## src/rtl/mem_port_arbiter.sv

```systemverilog
// mem_port_arbiter: round-robin sharing of one fixed-latency memory port between
// instruction fetch and data memory, with per-requester stalls.
module mem_port_arbiter #(
    parameter int ADDR_W  = 32,
    parameter int DATA_W  = 32,
    parameter int MEM_LAT = 2
) (
    input  logic              clk_i,
    input  logic              rst_i,
    input  logic              if_req_i,
    input  logic [ADDR_W-1:0] if_addr_i,
    input  logic              if_abort_i,
    output logic              if_done_o,
    output logic [DATA_W-1:0] if_rdata_o,
    output logic              if_stall_o,
    input  logic              dm_req_i,
    input  logic              dm_we_i,
    input  logic [ADDR_W-1:0] dm_addr_i,
    input  logic [DATA_W-1:0] dm_wdata_i,
    output logic              dm_done_o,
    output logic [DATA_W-1:0] dm_rdata_o,
    output logic              dm_stall_o,
    output logic              mem_en_o,
    output logic              mem_we_o,
    output logic [ADDR_W-1:0] mem_addr_o,
    output logic [DATA_W-1:0] mem_wdata_o,
    input  logic [DATA_W-1:0] mem_rdata_i
);
    if (MEM_LAT < 1 || MEM_LAT > 15) begin : g_bad_lat
        $error("mem_port_arbiter: MEM_LAT must be in 1..15");
    end

    typedef enum logic [1:0] {IDLE, BUSY_IF, BUSY_DM} state_t;

    state_t state, state_n;
    logic [3:0] cnt;
    logic last_dm, abort_seen, lat_we;
    logic last, aborted, arb, if_elig, dm_elig, grant_dm, grant_if, grant;

    assign last     = cnt == 4'(MEM_LAT);
    assign aborted  = abort_seen | if_abort_i;
    // An aborted fetch produces no done cycle, so the port is offered again at its final edge.
    assign arb      = state == IDLE || (state == BUSY_IF && last && aborted);
    assign if_elig  = if_req_i & ~if_done_o;
    assign dm_elig  = dm_req_i & ~dm_done_o;
    assign grant_dm = arb & dm_elig & (~if_elig | ~last_dm);
    assign grant_if = arb & if_elig & ~grant_dm;
    assign grant    = grant_dm | grant_if;

    always_comb begin
        state_n = (state != IDLE && last) ? IDLE : state;
        state_n = grant_dm ? BUSY_DM : grant_if ? BUSY_IF : state_n;
    end

    always_ff @(posedge clk_i) begin
        if (rst_i) begin
            state       <= IDLE;
            cnt         <= '0;
            last_dm     <= 1'b0;
            abort_seen  <= 1'b0;
            lat_we      <= 1'b0;
            mem_addr_o  <= '0;
            mem_wdata_o <= '0;
            if_rdata_o  <= '0;
            dm_rdata_o  <= '0;
            if_done_o   <= 1'b0;
            dm_done_o   <= 1'b0;
        end else begin
            state      <= state_n;
            cnt        <= grant ? 4'd1 : (state != IDLE && !last) ? cnt + 4'd1 : 4'd0;
            abort_seen <= state == BUSY_IF && !last && aborted;
            if_done_o  <= state == BUSY_IF && last && !aborted;
            dm_done_o  <= state == BUSY_DM && last;
            if (state == BUSY_IF && last && !aborted)
                if_rdata_o <= mem_rdata_i;
            if (state == BUSY_DM && last && !lat_we)
                dm_rdata_o <= mem_rdata_i;
            if (grant) begin
                last_dm     <= grant_dm;
                lat_we      <= grant_dm & dm_we_i;
                mem_addr_o  <= grant_dm ? dm_addr_i : if_addr_i;
                mem_wdata_o <= grant_dm ? dm_wdata_i : '0;
            end
        end
    end

    assign mem_en_o   = state != IDLE && cnt == 4'd1;
    assign mem_we_o   = mem_en_o & lat_we;
    assign if_stall_o = if_req_i & ~if_done_o;
    assign dm_stall_o = dm_req_i & ~dm_done_o;
endmodule

```

## config.mk

```make
export PLATFORM = sky130hd
export DESIGN_NAME = mem_port_arbiter
export DESIGN_NICKNAME = d
export VERILOG_FILES = /design/src/rtl/mem_port_arbiter.sv
export SDC_FILE = /design/constraint.sdc
export NUM_CORES = 1
export LEC_CHECK = 0
export ABC_AREA = 1
export BUFFER_PORTS_ARGS = -buffer_cell sky130_fd_sc_hd__buf_2
export CAP_MARGIN = 10
export CORE_ASPECT_RATIO = 1.25
export CORE_MARGIN = 8
export CORE_UTILIZATION = 35
export DETAILED_ROUTE_END_ITERATION = 10
export PLACE_DENSITY = 0.72
export SLEW_MARGIN = 15
export SYNTH_ARGS = -nofsm -noshare
export SYNTH_HDL_FRONTEND = slang
export SYNTH_SLANG_ARGS = --single-unit
```

## constraint.sdc

```tcl
create_clock -name clk_i -period 1.3 [get_ports clk_i]
set_input_delay 0.065 -clock clk_i [delete_from_list [all_inputs] [get_ports clk_i]]
set_output_delay 0.065 -clock clk_i [all_outputs]
set_load 0.02 [all_outputs]
```

== Yosys cells after proc, flatten, opt, wreduce, memory -nomap -nowiden ==
Cells that the tools add are included.

* Flip-flop bits (word level): 139
* Latch bits: 0
* Bits in writable memories: 0
* Memory bits (read-only): 0
* Input bits: 134
* Output and inout port bits: 134
* Logic and storage cells: 62
* Memories kept: 0

* Add/sub/neg operators: 1
* Multiply operators: 0
* Div/mod/pow operators: 0
* Order comparisons: 0
* Equal/unequal tests: 4
* Shift-type cells: 0
* Multiplexer cells: 7
* Bitwise operators: 17
* Reduce and logical (&&, ||, !) cells: 20

{| class="wikitable"
|+ Operator list
! operator !! count
|-
| $mux 32 || 2
|-
| $logic_and 1x1->1 || 10
|-
| $and 1x1->1 || 8
|-
| $mux 2 || 3
|-
| $not 1->1 || 6
|-
| $add 4x1->4 const B || 1
|-
| $eq 4x1->1 const B || 1
|-
| $eq 4x2->1 const B || 1
|-
| $reduce_bool 2->1 || 2
|-
| $logic_not 1->1 || 3
|-
| $or 1x1->1 || 3
|-
| $reduce_bool 3->1 || 1
|-
| $reduce_or 3->1 || 1
|-
| $eq 2x1->1 const B || 1
|-
| $eq 2x2->1 const B || 1
|-
| $logic_not 2->1 || 1
|-
| $mux 1 || 2
|-
| $reduce_or 2->1 || 1
|-
| $logic_or 1x1->1 || 1
|}

== Depth between registers and ports, before layout ==
* Depth in word-level cells: 10
* Mapped depth: 11
* Gate-level depth less buffers: 10

== Worst setup path after synthesis ==
Ideal clock, no wire load.

* Path type: register -> register
* Start point: register dm_done_o
* End point: register mem_addr_o[29]
* Setup time: 56 ps
* Data arrival time: 1522 ps
* Data required time: 1244 ps
* Path slack: -278 ps
* Cell stages (with the launch flop): 10
* Path buffers: 2
* Clock period less this slack: 1578 ps
* Cell sequence: dfxtp_1 > nor2_1 > nand2_1 > inv_2 > buf_2 > buf_2 > nand3_1 > nand3_1 > nand2_1 > inv_1

* Longest elaborated chain between the ends: 7
* Elaborated cells on any way between the ends: 8
* Those cells by class: 1 x mux; 7 x bitwise

{| class="wikitable"
|+ Ends and longest elaborated chain
! element !! RTL line !! RTL
|-
| start, declared || 20 || <nowiki>output logic dm_done_o,</nowiki>
|-
| start signal, assigned || 73 || <nowiki>dm_done_o <= state == BUSY_DM && last;</nowiki>
|-
| $not 1->1 (*) || -- ||
|-
| $and 1x1->1 (*) || -- ||
|-
| named net dm_stall_o || 22 || <nowiki>output logic dm_stall_o,</nowiki>
|-
| $and 1x1->1 (*) (2 in series) || 46 || <nowiki>assign grant_dm = arb & dm_elig & (~if_elig | ~last_dm);</nowiki>
|-
| $not 1->1 || 47 || <nowiki>assign grant_if = arb & if_elig & ~grant_dm;</nowiki>
|-
| $and 1x1->1 || 47 ||
|-
| $or 1x1->1 || 48 || <nowiki>assign grant = grant_dm | grant_if;</nowiki>
|-
| end signal, assigned || 81 || <nowiki>mem_addr_o <= grant_dm ? dm_addr_i : if_addr_i;</nowiki>
|-
| end, declared || 25 || <nowiki>output logic [ADDR_W-1:0] mem_addr_o,</nowiki>
|}

The timed path passes the listed nets; every way through them passes the cells marked *.
A chain may end at the register's enable or synchronous reset.

== Final worst setup path ==
* Start point: register cnt[0]
* End point: register mem_addr_o[23]

* Longest elaborated chain between the ends: 9
* Elaborated cells on any way between the ends: 11
* Those cells by class: 1 x eq/ne; 1 x mux; 6 x bitwise; 3 x reduce/logical

{| class="wikitable"
|+ Ends and longest elaborated chain
! element !! RTL line !! RTL
|-
| start, declared || 36 || <nowiki>logic [3:0] cnt;</nowiki>
|-
| start signal, assigned || 70 || <nowiki>cnt <= grant ? 4'd1 : (state != IDLE && !last) ? cnt + 4'd1 : 4'd0;</nowiki>
|-
| $eq 4x2->1 (*) || 40 || <nowiki>assign last = cnt == 4'(MEM_LAT);</nowiki>
|-
| $logic_and 1x1->1 (*) (2 in series) || 43 || <nowiki>assign arb = state == IDLE || (state == BUSY_IF && last && aborted);</nowiki>
|-
| $logic_or 1x1->1 (*) || 43 ||
|-
| $and 1x1->1 (2 in series) || 46 ||
|-
| $not 1->1 || 47 ||
|-
| $and 1x1->1 || 47 ||
|-
| $or 1x1->1 || 48 ||
|}

Mark *: on every way between the ends. The rest lies on a longest branch, timed or not.

==> impl_metrics.json <==
{
  "drtAntennaViolNets": 0,
  "grt_usage": 0.211,
  "clk_path_buf_depth": 2,
  "clock_skew_ns": 0.0122,
  "path_buf_inv": 3,
  "post-route-drc-count": 0,
  "min_path_type": "in -> reg",
  "synth_top_area_share": 0.496,
  "power_frac_seq": 0.368,
  "die_area_sq_um": 20400,
  "synth.area.top_cells": "dfxtp_1 50%, a21oi_1 8.9%, nand3_1 8.9%",
  "intPower_uw": 8680,
  "clockRootBuffer": "clkbuf_16",
  "dr.pass1.iters": 7,
  "leakage_uw": 0.00493,
  "path_clk_slew_ns": 0.07,
  "htreeDepth": 4,
  "peakVddDrop_mv": 0.886,
  "place_congestion": 0.773,
  "setup_ws_ns": -0.281,
  "synth_area_sq_um": 5610,
  "ioPinCount": 268,
  "seq_area_frac_synth": 0.496,
  "p_sw_uw": 4140,
  "ys_warn_count": 0,
  "syn_inst": 765,
  "totalWireLength_um": 24700,
  "initial_core_util": 0.352,
  "yosys.area.top_type": "dfxtp_1",
  "p_per_area_nw_per_um2": 1250,
  "fin_crit_sh": 1.22,
  "core_sq_um": 15900,
  "outcome": "finished with violations",
  "pwr-share-clk": 0.356,
  "synthDistinctLibCells": 25,
  "hold_viol": 0,
  "switching_share": 0.323,
  "pre_cts_slack_ns": -0.205,
  "wl_per_cell_um": 17.3,
  "layout-drive-gt1-share": 0.397,
  "clock_latency_ns": 0.42,
  "slew_viol_final": 0,
  "grt-ovfl-total": 0,
  "dieHeight_um": 158,
  "pwr-share-comb": 0.276,
  "grt_antenna_before_repair": 1,
  "vias": 7000,
  "max_stage_delay_ns": 0.33,
  "nets": 1325,
  "crit_family": "simple AND/OR/NAND/NOR gates",
  "drt-initial-drc-count": 441,
  "max_cap_viol_count": 0,
  "hold_ws_ns": 0.0385,
  "setup-violations-final": 135,
  "max_freq_ghz": 0.633,
  "violations": "negative setup slack",
  "grt_pass1_vias": 6696,
  "finish.utilization": 0.643,
  "die_x_um": 129,
  "cp-start-kind": "flop",
  "viasPerCell": 4.92,
  "cts_tree": "done",
  "cts_buffers": 17,
  "most-common-layout-cells": "266 x buf_2, 133 x dfxtp_1, 127 x dlygate4sd3_1",
  "syn2layout_area_growth_pct": 82.6,
  "worst_pin_slew_ns": 0.339,
  "final_common_cell": "buf_2",
  "grt_max_degree": 67,
  "rows": 52,
  "grt_pass1_wl_um": 33700,
  "path_cells": "inv_2, ha_2, nand4_1, nand2_4, o21ai_4, buf_12, a21oi_1, nand2_1, inv_1",
  "rsz0062_at_grt": "true",
  "end_kind": "flop",
  "syn_area_per_cell_sq_um": 7.34,
  "slew_headroom": 0.774,
  "place_hpwl_um": 13000,
  "path_max_fanout": 40,
  "slowest_stage": "dfxtp_2",
  "syn_nets": 902,
  "worstSetupPathType": "reg -> reg",
  "numClockSinks": 139,
  "numPortBuffers": 267,
  "cp.required_ns": 1.67,
  "synth-seq-cells": 139,
  "min_period_ns": 1.58,
  "cp.arrival_ns": 1.95
}
power by group through the flow:
stage               combinational (uW)  sequential (uW)  clock [uW]
CTS                               2960             4700        4650
global route                      3760             4750        4850
detailed placement                2350             4790           0
global placement                  2330             4780           0
floorplan                         1140             5120           0
finish                            3540             4720        4570
cells in the mapped netlist, drive strengths merged:
cell type,instances
nand3,100
nor3,2
dfxtp,139
nand4,2
a21oi,100
o21ai,65
xor2,1
xnor2,1
nand2,109
nor4,2
ha,3
o22ai,1
clkbuf,25
nor2,73
buf,29
inv,113
tightest hold or removal path, stage by stage:
cell     delay [ns]
buf_2          0.07
nand3_1        0.10
nand3_2        0.09
nand2_1        0.05
inv_1          0.04
routing by layer:
metal | track usage | wire length, um
met5 | 0 | 0
met4 | 0.112 | 983
met2 | 0.355 | 12300
met1 | 0.222 | 9100
met3 | 0.0836 | 2290
path summary, 6_finish.rpt:
path,from,endpoint,slack [ns],depth (start not counted)
worst min-delay path,dm_addr_i[1],mem_addr_o[1]$_SDFFE_PP0P_,0.04,5
worst min register to register,dm_rdata_o[0]$_SDFFE_PP0P_,dm_rdata_o[0]$_SDFFE_PP0P_,0.44,2
worst max register to register,cnt[0]$_SDFF_PP0_,mem_addr_o[23]$_SDFFE_PP0P_,-0.28,9
worst max-delay path,cnt[0]$_SDFF_PP0_,mem_addr_o[23]$_SDFFE_PP0P_,-0.28,9
registers in the layout, indices dropped and copies added, names as in the netlist, 2 cells and up:
signal and count:
cnt 4, state 2, if_rdata_o 32, mem_wdata_o 32, dm_rdata_o 32, mem_addr_o 32
final cells by class:
class                   instances  area [sq um]
clock buffers                  18           439
flip-flops and latches        139          2790
inverters                     113           442
clock inverters                14           113
well taps                     216           270
fillers                      1213          5690
multi-input cells             459          2560
repair buffers                458          3620
diodes                          6          15.0
cells by family (layout without fill, tap and decap cells):
logic type	after synthesis	in the layout	share of synthesized area
xor+xnor	2	2	0.00312
fa+ha+maj	3	3	0.00669
compound gates	166	166	0.149
simple gates	288	288	0.221
flops	139	139	0.496
other cells	0	6	0
buf+inv	167	603	0.125
through the flow:
stage	setup TNS, ns	std cells	total power (uW)	cell area, sq um
6_report	-21.63	1423	12800	10200
5_1_grt	-31.68	1418	13400	10200
4_1_cts	-19.59	1400	12300	9470
3_5_place_dp	-18.75	1232	7140	7420
3_3_place_gp	-15.01	1232	7110	7420
2_1_floorplan	-5.90	765	6260	5690
timing repair:
action	CTS	global route
resized for setup	38	160
pin swaps	1	29
hold endpoints to repair	129	0
gates cloned	5	14
buffers inserted	4	3
hold buffers	127	0
endpoints found under the setup margin	134	139
(Power assumes the default switching activity.)
